===== src/rtl/clk_div_pkg.sv =====
// clk_div_pkg: shared defaults and helpers for the clk_div_gen clock-enable
// generator.
//   DEF_DIV_W    default divisor width
//   DEF_LOCK_CYC default settle cycles before lock asserts
//   DEF_DIV_2CH  default reset divisors for two channels (ch0 = /2, ch1 = /4)
//   half_up(n)   ceil(n/2); the number of high cycles of an n-cycle phase flag
package clk_div_pkg;

    localparam int unsigned DEF_DIV_W    = 8;
    localparam int unsigned DEF_LOCK_CYC = 16;
    localparam logic [15:0] DEF_DIV_2CH  = {8'd4, 8'd2};

    function automatic int unsigned half_up(input int unsigned n);
        return (n + 1) >> 1;
    endfunction

endpackage


===== src/rtl/clk_div_chan.sv =====
// clk_div_chan: one divider channel of clk_div_gen.
//   clkin   system clock (rising edge)
//   rst_n   asynchronous active-low reset
//   wr_en   load wr_div into the pending divisor
//   wr_div  new divisor (0 = channel disabled)
//   sync    realign phase to 0 and apply any pending divisor now
//   apply   a pending divisor is being applied on this edge
//   ce      one-cycle enable strobe per period
//   clk     square-wave phase flag
//   pend    a written divisor is waiting for the next period boundary
module clk_div_chan
    import clk_div_pkg::*;
#(
    parameter int unsigned      DIV_W   = DEF_DIV_W,
    parameter logic [DIV_W-1:0] RST_DIV = DIV_W'(2)
) (
    input  logic             clkin,
    input  logic             rst_n,
    input  logic             wr_en,
    input  logic [DIV_W-1:0] wr_div,
    input  logic             sync,
    output logic             apply,
    output logic             ce,
    output logic             clk,
    output logic             pend
);

    localparam logic [DIV_W-1:0] ONE = DIV_W'(1);

    logic [DIV_W-1:0] r_div_act;
    logic [DIV_W-1:0] r_div_pend;
    logic [DIV_W-1:0] r_ph;
    logic             r_pend;
    logic             r_ce;
    logic             r_clk;

    logic             w_enabled;
    logic             w_wrap;
    logic             w_boundary;
    logic             w_apply;
    logic [DIV_W-1:0] w_half;

    assign w_enabled  = (r_div_act != '0);
    assign w_wrap     = (r_ph == r_div_act - ONE);
    // Divisors 0 and 1 have no multi-cycle period, so every edge is a boundary.
    assign w_boundary = (r_div_act <= ONE) || w_wrap;
    assign w_apply    = r_pend && (sync || w_boundary);
    assign w_half     = DIV_W'(half_up(32'(r_div_act)));

    always_ff @(posedge clkin or negedge rst_n) begin
        if (!rst_n) begin
            r_div_act  <= RST_DIV;
            r_div_pend <= '0;
            r_ph       <= '0;
            r_pend     <= 1'b0;
            r_ce       <= 1'b0;
            r_clk      <= 1'b0;
        end else begin
            // Outputs come from the current phase, so the old period always
            // finishes on the apply edge and the new cadence starts one edge later.
            if (w_enabled) begin
                r_ce  <= (r_ph == '0);
                r_clk <= (r_ph < w_half);
            end else begin
                r_ce  <= 1'b0;
                r_clk <= 1'b0;
            end

            if (w_apply) begin
                r_div_act <= r_div_pend;
                r_ph      <= '0;
            end else if (sync || !w_enabled || w_wrap) begin
                r_ph <= '0;
            end else begin
                r_ph <= r_ph + ONE;
            end

            // A write landing on a boundary edge only becomes pending; the
            // apply above uses the previous pending flag.
            if (wr_en) begin
                r_div_pend <= wr_div;
                r_pend     <= 1'b1;
            end else if (w_apply) begin
                r_pend <= 1'b0;
            end
        end
    end

    assign apply = w_apply;
    assign ce    = r_ce;
    assign clk   = r_clk;
    assign pend  = r_pend;

endmodule


===== src/rtl/clk_div_gen.sv =====
// clk_div_gen: runtime-programmable multi-channel clock-enable generator.
//   clkin      system clock (rising edge)
//   rst_n      asynchronous active-low reset
//   cfg_valid  divisor write request
//   cfg_ready  addressed channel has no pending divisor
//   cfg_ch     target channel (values >= NCH are accepted and dropped)
//   cfg_div    new divisor (0 = channel disabled)
//   sync_i     single-cycle pulse realigning all channels to phase 0
//   ce_o       per-channel one-cycle enable strobe
//   clk_o      per-channel square-wave phase flag
//   lock_o     outputs stable for at least LOCK_CYC cycles
module clk_div_gen
    import clk_div_pkg::*;
#(
    parameter int unsigned              NCH      = 2,
    parameter int unsigned              DIV_W    = DEF_DIV_W,
    parameter logic [NCH*DIV_W-1:0]     DEF_DIV  = DEF_DIV_2CH,
    parameter int unsigned              LOCK_CYC = DEF_LOCK_CYC,
    localparam int unsigned             CH_W     = (NCH > 1) ? $clog2(NCH) : 1
) (
    input  logic             clkin,
    input  logic             rst_n,
    input  logic             cfg_valid,
    output logic             cfg_ready,
    input  logic [CH_W-1:0]  cfg_ch,
    input  logic [DIV_W-1:0] cfg_div,
    input  logic             sync_i,
    output logic [NCH-1:0]   ce_o,
    output logic [NCH-1:0]   clk_o,
    output logic             lock_o
);

    localparam int unsigned    LCW      = $clog2(LOCK_CYC + 1);
    localparam logic [LCW-1:0] LOCK_MAX = LCW'(LOCK_CYC);

    logic [NCH-1:0]         w_wr_en;
    logic [NCH-1:0]         w_apply;
    logic [NCH-1:0]         w_pend;
    logic [(1<<CH_W)-1:0]   w_pend_ext;
    logic                   w_accept;
    logic                   w_clr;
    logic [LCW-1:0]         w_lock_nxt;

    logic [LCW-1:0]         r_lock_cnt;
    logic                   r_lock_hold;
    logic                   r_lock;

    // Unpopulated channel numbers read as never pending, so they always accept.
    always_comb begin
        w_pend_ext          = '0;
        w_pend_ext[NCH-1:0] = w_pend;
    end

    assign cfg_ready = !w_pend_ext[cfg_ch];
    assign w_accept  = cfg_valid && cfg_ready;

    for (genvar gi = 0; gi < NCH; gi++) begin : g_ch
        assign w_wr_en[gi] = w_accept && (cfg_ch == CH_W'(gi));

        clk_div_chan #(
            .DIV_W   (DIV_W),
            .RST_DIV (DEF_DIV[gi*DIV_W +: DIV_W])
        ) u_chan (
            .clkin  (clkin),
            .rst_n  (rst_n),
            .wr_en  (w_wr_en[gi]),
            .wr_div (cfg_div),
            .sync   (sync_i),
            .apply  (w_apply[gi]),
            .ce     (ce_o[gi]),
            .clk    (clk_o[gi]),
            .pend   (w_pend[gi])
        );
    end

    assign w_clr = (|w_apply) || sync_i;

    // After an apply/sync the counter sits at zero for two edges, so lock
    // returns LOCK_CYC+1 edges after the disturbing edge, while from reset it
    // returns on the LOCK_CYC-th edge.
    always_comb begin
        w_lock_nxt = r_lock_cnt;
        if (w_clr) begin
            w_lock_nxt = '0;
        end else if (!r_lock_hold && (r_lock_cnt != LOCK_MAX)) begin
            w_lock_nxt = r_lock_cnt + LCW'(1);
        end
    end

    always_ff @(posedge clkin or negedge rst_n) begin
        if (!rst_n) begin
            r_lock_cnt  <= '0;
            r_lock_hold <= 1'b0;
            r_lock      <= 1'b0;
        end else begin
            r_lock_cnt  <= w_lock_nxt;
            r_lock_hold <= w_clr;
            r_lock      <= (w_lock_nxt == LOCK_MAX);
        end
    end

    assign lock_o = r_lock;

endmodule


===== config.mk =====
export PLATFORM = sky130hd
export DESIGN_NAME = clk_div_gen
export DESIGN_NICKNAME = d
export VERILOG_FILES = /design/src/rtl/clk_div_pkg.sv /design/src/rtl/clk_div_chan.sv /design/src/rtl/clk_div_gen.sv
export SDC_FILE = /design/constraint.sdc
export NUM_CORES = 1
export LEC_CHECK = 0
export BUFFER_PORTS_ARGS = -buffer_cell sky130_fd_sc_hd__buf_4
export CAP_MARGIN = 0
export CORE_MARGIN = 2
export CORE_UTILIZATION = 30
export DETAILED_ROUTE_END_ITERATION = 10
export GPL_TIMING_DRIVEN = 0
export HOLD_SLACK_MARGIN = 0.03
export MAX_ROUTING_LAYER = met4
export PLACE_DENSITY_LB_ADDON = 0.1
export SETUP_SLACK_MARGIN = 0.05
export SLEW_MARGIN = 40
export SYNTH_ARGS = -nofsm -noshare
export SYNTH_HDL_FRONTEND = slang
export SYNTH_SLANG_ARGS = --single-unit
export TNS_END_PERCENT = 20

===== constraint.sdc =====
create_clock -name clkin -period 6.8 [get_ports clkin]
set_clock_uncertainty 0.15 [all_clocks]
set_input_delay 0.68 -clock clkin [delete_from_list [all_inputs] [get_ports clkin]]
set_output_delay 0.68 -clock clkin [all_outputs]
set_load 0.05 [all_outputs]

==> flow_summary.json <==
{
  "dr.pass1.iters": 4,
  "synthTopCellsByArea": "dfrtp_1 (39%), ha_1 (9.2%), xor2_1 (6.5%), mux2_2 (6.2%), xnor2_1 (4.8%)",
  "rsz0062_at_grt": "false",
  "worstMarginPinSlew_ns": 0.7160,
  "p_leak_nw": 1.991,
  "critPathLaunchType": "flip-flop",
  "use_met3": 0.04515,
  "io_pins": 19,
  "ys_types": 54,
  "htree_levels": 3,
  "synth-seq-cells": 61,
  "syn_area_per_cell_um2": 10.29,
  "cpMaxStageDelayCell": "dfrtp_1",
  "ys.flop_type": "dfrtp_1",
  "period_share": 0.4376,
  "drtAntennaViolNets": 0,
  "num_rows": 41,
  "path_clk_slew_ns": 0.05,
  "die_h_um": 116.5,
  "drc": 0,
  "met1_usage": 0.1794,
  "antenna_cells": 0,
  "hp-class": "in2async",
  "max_freq_mhz": 336.1,
  "cts_resized": 0,
  "combPwrFrac": 0.410,
  "cts_tree": "yes",
  "synthArstFlopShare": 1.000,
  "routed_wl_mm": 8.352,
  "crit_required_ns": 6.87,
  "p_sw_w": 0.0006504,
  "holdWs_ns": 0.1755,
  "grt_use_met2": 0.2140,
  "hpwl_mm": 6.051,
  "syn-num-nets": 410,
  "ir_drop_uv": 180.6,
  "max_stage_delay_ns": 0.41,
  "synth_most_common_cell": "dfrtp_1",
  "synth_top_area_frac": 0.3888,
  "worstSkewPairLatency_ns": 0.33,
  "vias_per_cell": 4.625,
  "maxSlewViolCount": 0,
  "cts_hold_buf": 0,
  "grt_pass1_vias": 2573,
  "crit_type": "reg2reg",
  "max_slew_margin": 0.5205,
  "place.gp.congestion": 0.7646,
  "post_cts_buffers": 0,
  "die_w_um": 116.5,
  "synth_area_um2": 3797,
  "cts_sinks": 61,
  "cts_inserted_buffers": 9,
  "num_vias": 2655,
  "grt_antenna_before_repair": 0,
  "period_needed_ns": 2.976,
  "critical_path_arrival_ns": 3.04,
  "grt_pass1_wl_mm": 13.93,
  "dieArea_um2": 13570,
  "maxCapViolations": 0,
  "first_iter_violations": 108,
  "cts_root_buf": "clkbuf_16",
  "synthTopCellsByCount": "dfrtp_1 (59), nor2_1 (37), ha_1 (28), xor2_1 (28), nand3_1 (27)",
  "overflow": 0,
  "seq_power_share": 0.302,
  "core-area_um2": 12470,
  "yosys.area.top_type": "dfrtp_1",
  "internal-power_w": 0.001198,
  "wire_per_inst_um": 14.55,
  "power_frac_clock": 0.289,
  "syn_to_final_growth_pct": 18.62,
  "yosysWarnings": 0,
  "nets": 439,
  "placement.io_buffers": 18,
  "start_util": 0.3046,
  "syn_inst": 369,
  "grt_use_total": 0.1409,
  "cp-end-kind": "flip-flop",
  "cellPowerDensity_nw_per_um2": 410.4,
  "ff2ff_path_depth": 12,
  "finalSetupViolations": 0,
  "synth_edf_count": 0,
  "cp_cell_sequence": "clkbuf_1, inv_1, ha_1, clkbuf_1, inv_1, xnor2_1, a32oi_1, nor3_1, o211a_1, o21a_1, buf_4, mux2_2",
  "status": "finished, final reports clean",
  "crit_path_max_fanout": 8,
  "grt_most_used_layer": "met2",
  "final_hold_viol_count": 0,
  "drive_above_1_share": 0.2114,
  "clockBufferDepth": 2,
  "p_sw_frac": 0.3518,
  "fin_setup_tns_ns": 0,
  "yosysSeqAreaShare": 0.4026,
  "grt_max_degree": 62
}
==> sequential cells by signal (all words and copies together), names as in the netlist <==
name,flops
g_ch.u_chan.clk,2
g_ch.u_chan.ce,2
lock_o,1
g_ch.u_chan.pend,2
g_ch.u_chan.r_div_pend,16
r_lock_cnt,5
g_ch.u_chan.r_div_act,16
r_lock_hold,1
g_ch.u_chan.r_ph,16
==> cell type report <==
cell class,count,area [um2]
fill,1258,7961
tap,172,215.2
multi-input combinational,269,2068
buffer,22,141.4
clock inverter,4,95.09
sequential,61,1529
clock buffer,11,252.7
inverter,17,63.81
timing repair buffer,18,138.9
==> per-layer routing <==
metal,routed length [um],part of all wire
met5,0,0
met4,139,0.017
met3,259,0.031
met2,3940,0.47
met1,4013,0.48
==> power groups by stage <==
stage / sequential [W] / combinational, W / clock, W
floorplan: 0.000534 / 0.000613 / 0
global placement: 0.000564 / 0.000757 / 0
detailed placement: 0.000565 / 0.000761 / 0
CTS: 0.000559 / 0.000766 / 0.000552
global route: 0.000576 / 0.000841 / 0.000565
finish: 0.000558 / 0.000758 / 0.000533
==> cell families (layout without fill, tap and decap cells) <==
family | count (synthesis) | after routing | share of synthesized area
compound gates | 43 | 43 | 0.08007
fa+ha+maj | 28 | 28 | 0.09226
xor+xnor | 49 | 49 | 0.1130
buf+inv | 39 | 72 | 0.05403
mux | 31 | 31 | 0.09918
simple gates | 118 | 118 | 0.1588
flops | 61 | 61 | 0.4026
==> worst max-delay path: cells and delay by family (launching register included) <==
kind            cells  cell delay, ns
buf+inv             5            0.88
compound gates      3            0.51
flops               1            0.41
mux                 1            0.34
simple gates        1            0.26
xor+xnor            1            0.17
fa+ha+maj           1            0.15
==> final timing paths <==
| check | start | endpoint | slack, ns |
|---|---|---|---|
| max | g_ch[1].u_chan.r_div_act[0] | g_ch[1].u_chan.r_div_act[0] | 3.82 |
| min | rst_n | g_ch[1].u_chan.r_ph[0] | 0.18 |
| max reg2reg | g_ch[1].u_chan.r_div_act[0] | g_ch[1].u_chan.r_div_act[0] | 3.82 |
| min reg2reg | g_ch[1].u_chan.r_div_pend[6] | g_ch[1].u_chan.r_div_act[6] | 0.34 |
| max in group asynchronous | rst_n | g_ch[0].u_chan.r_div_act[7] | 5.92 |
| min in group clkin | g_ch[1].u_chan.r_div_pend[6] | g_ch[1].u_chan.r_div_act[6] | 0.34 |
==> stage by stage <==
step,setup slack (ns),utilization,area (um2),instances,power (W)
finish,3.824,0.3613,4504,574,0.001849
global route,3.491,0.3613,4504,574,0.001982
CTS,3.816,0.3610,4501,574,0.001877
detailed placement,3.830,0.3331,4153,559,0.001326
global placement,3.808,0.3327,4148,559,0.001321
floorplan,4.208,-,3797,369,0.001146
==> layout by cell type (no fill, tap or decap), drive strengths merged, types with 4 or more instances in the layout <==
master / instances
nand2: 13
xnor2: 21
nand3: 27
clkbuf: 22
a21oi: 7
o21ai: 10
xor2: 28
and3: 9
buf: 29
or3: 4
inv: 17
dfrtp: 59
mux2: 29
nor2: 37
ha: 28
nor3: 9
(Power assumes the default switching activity.)
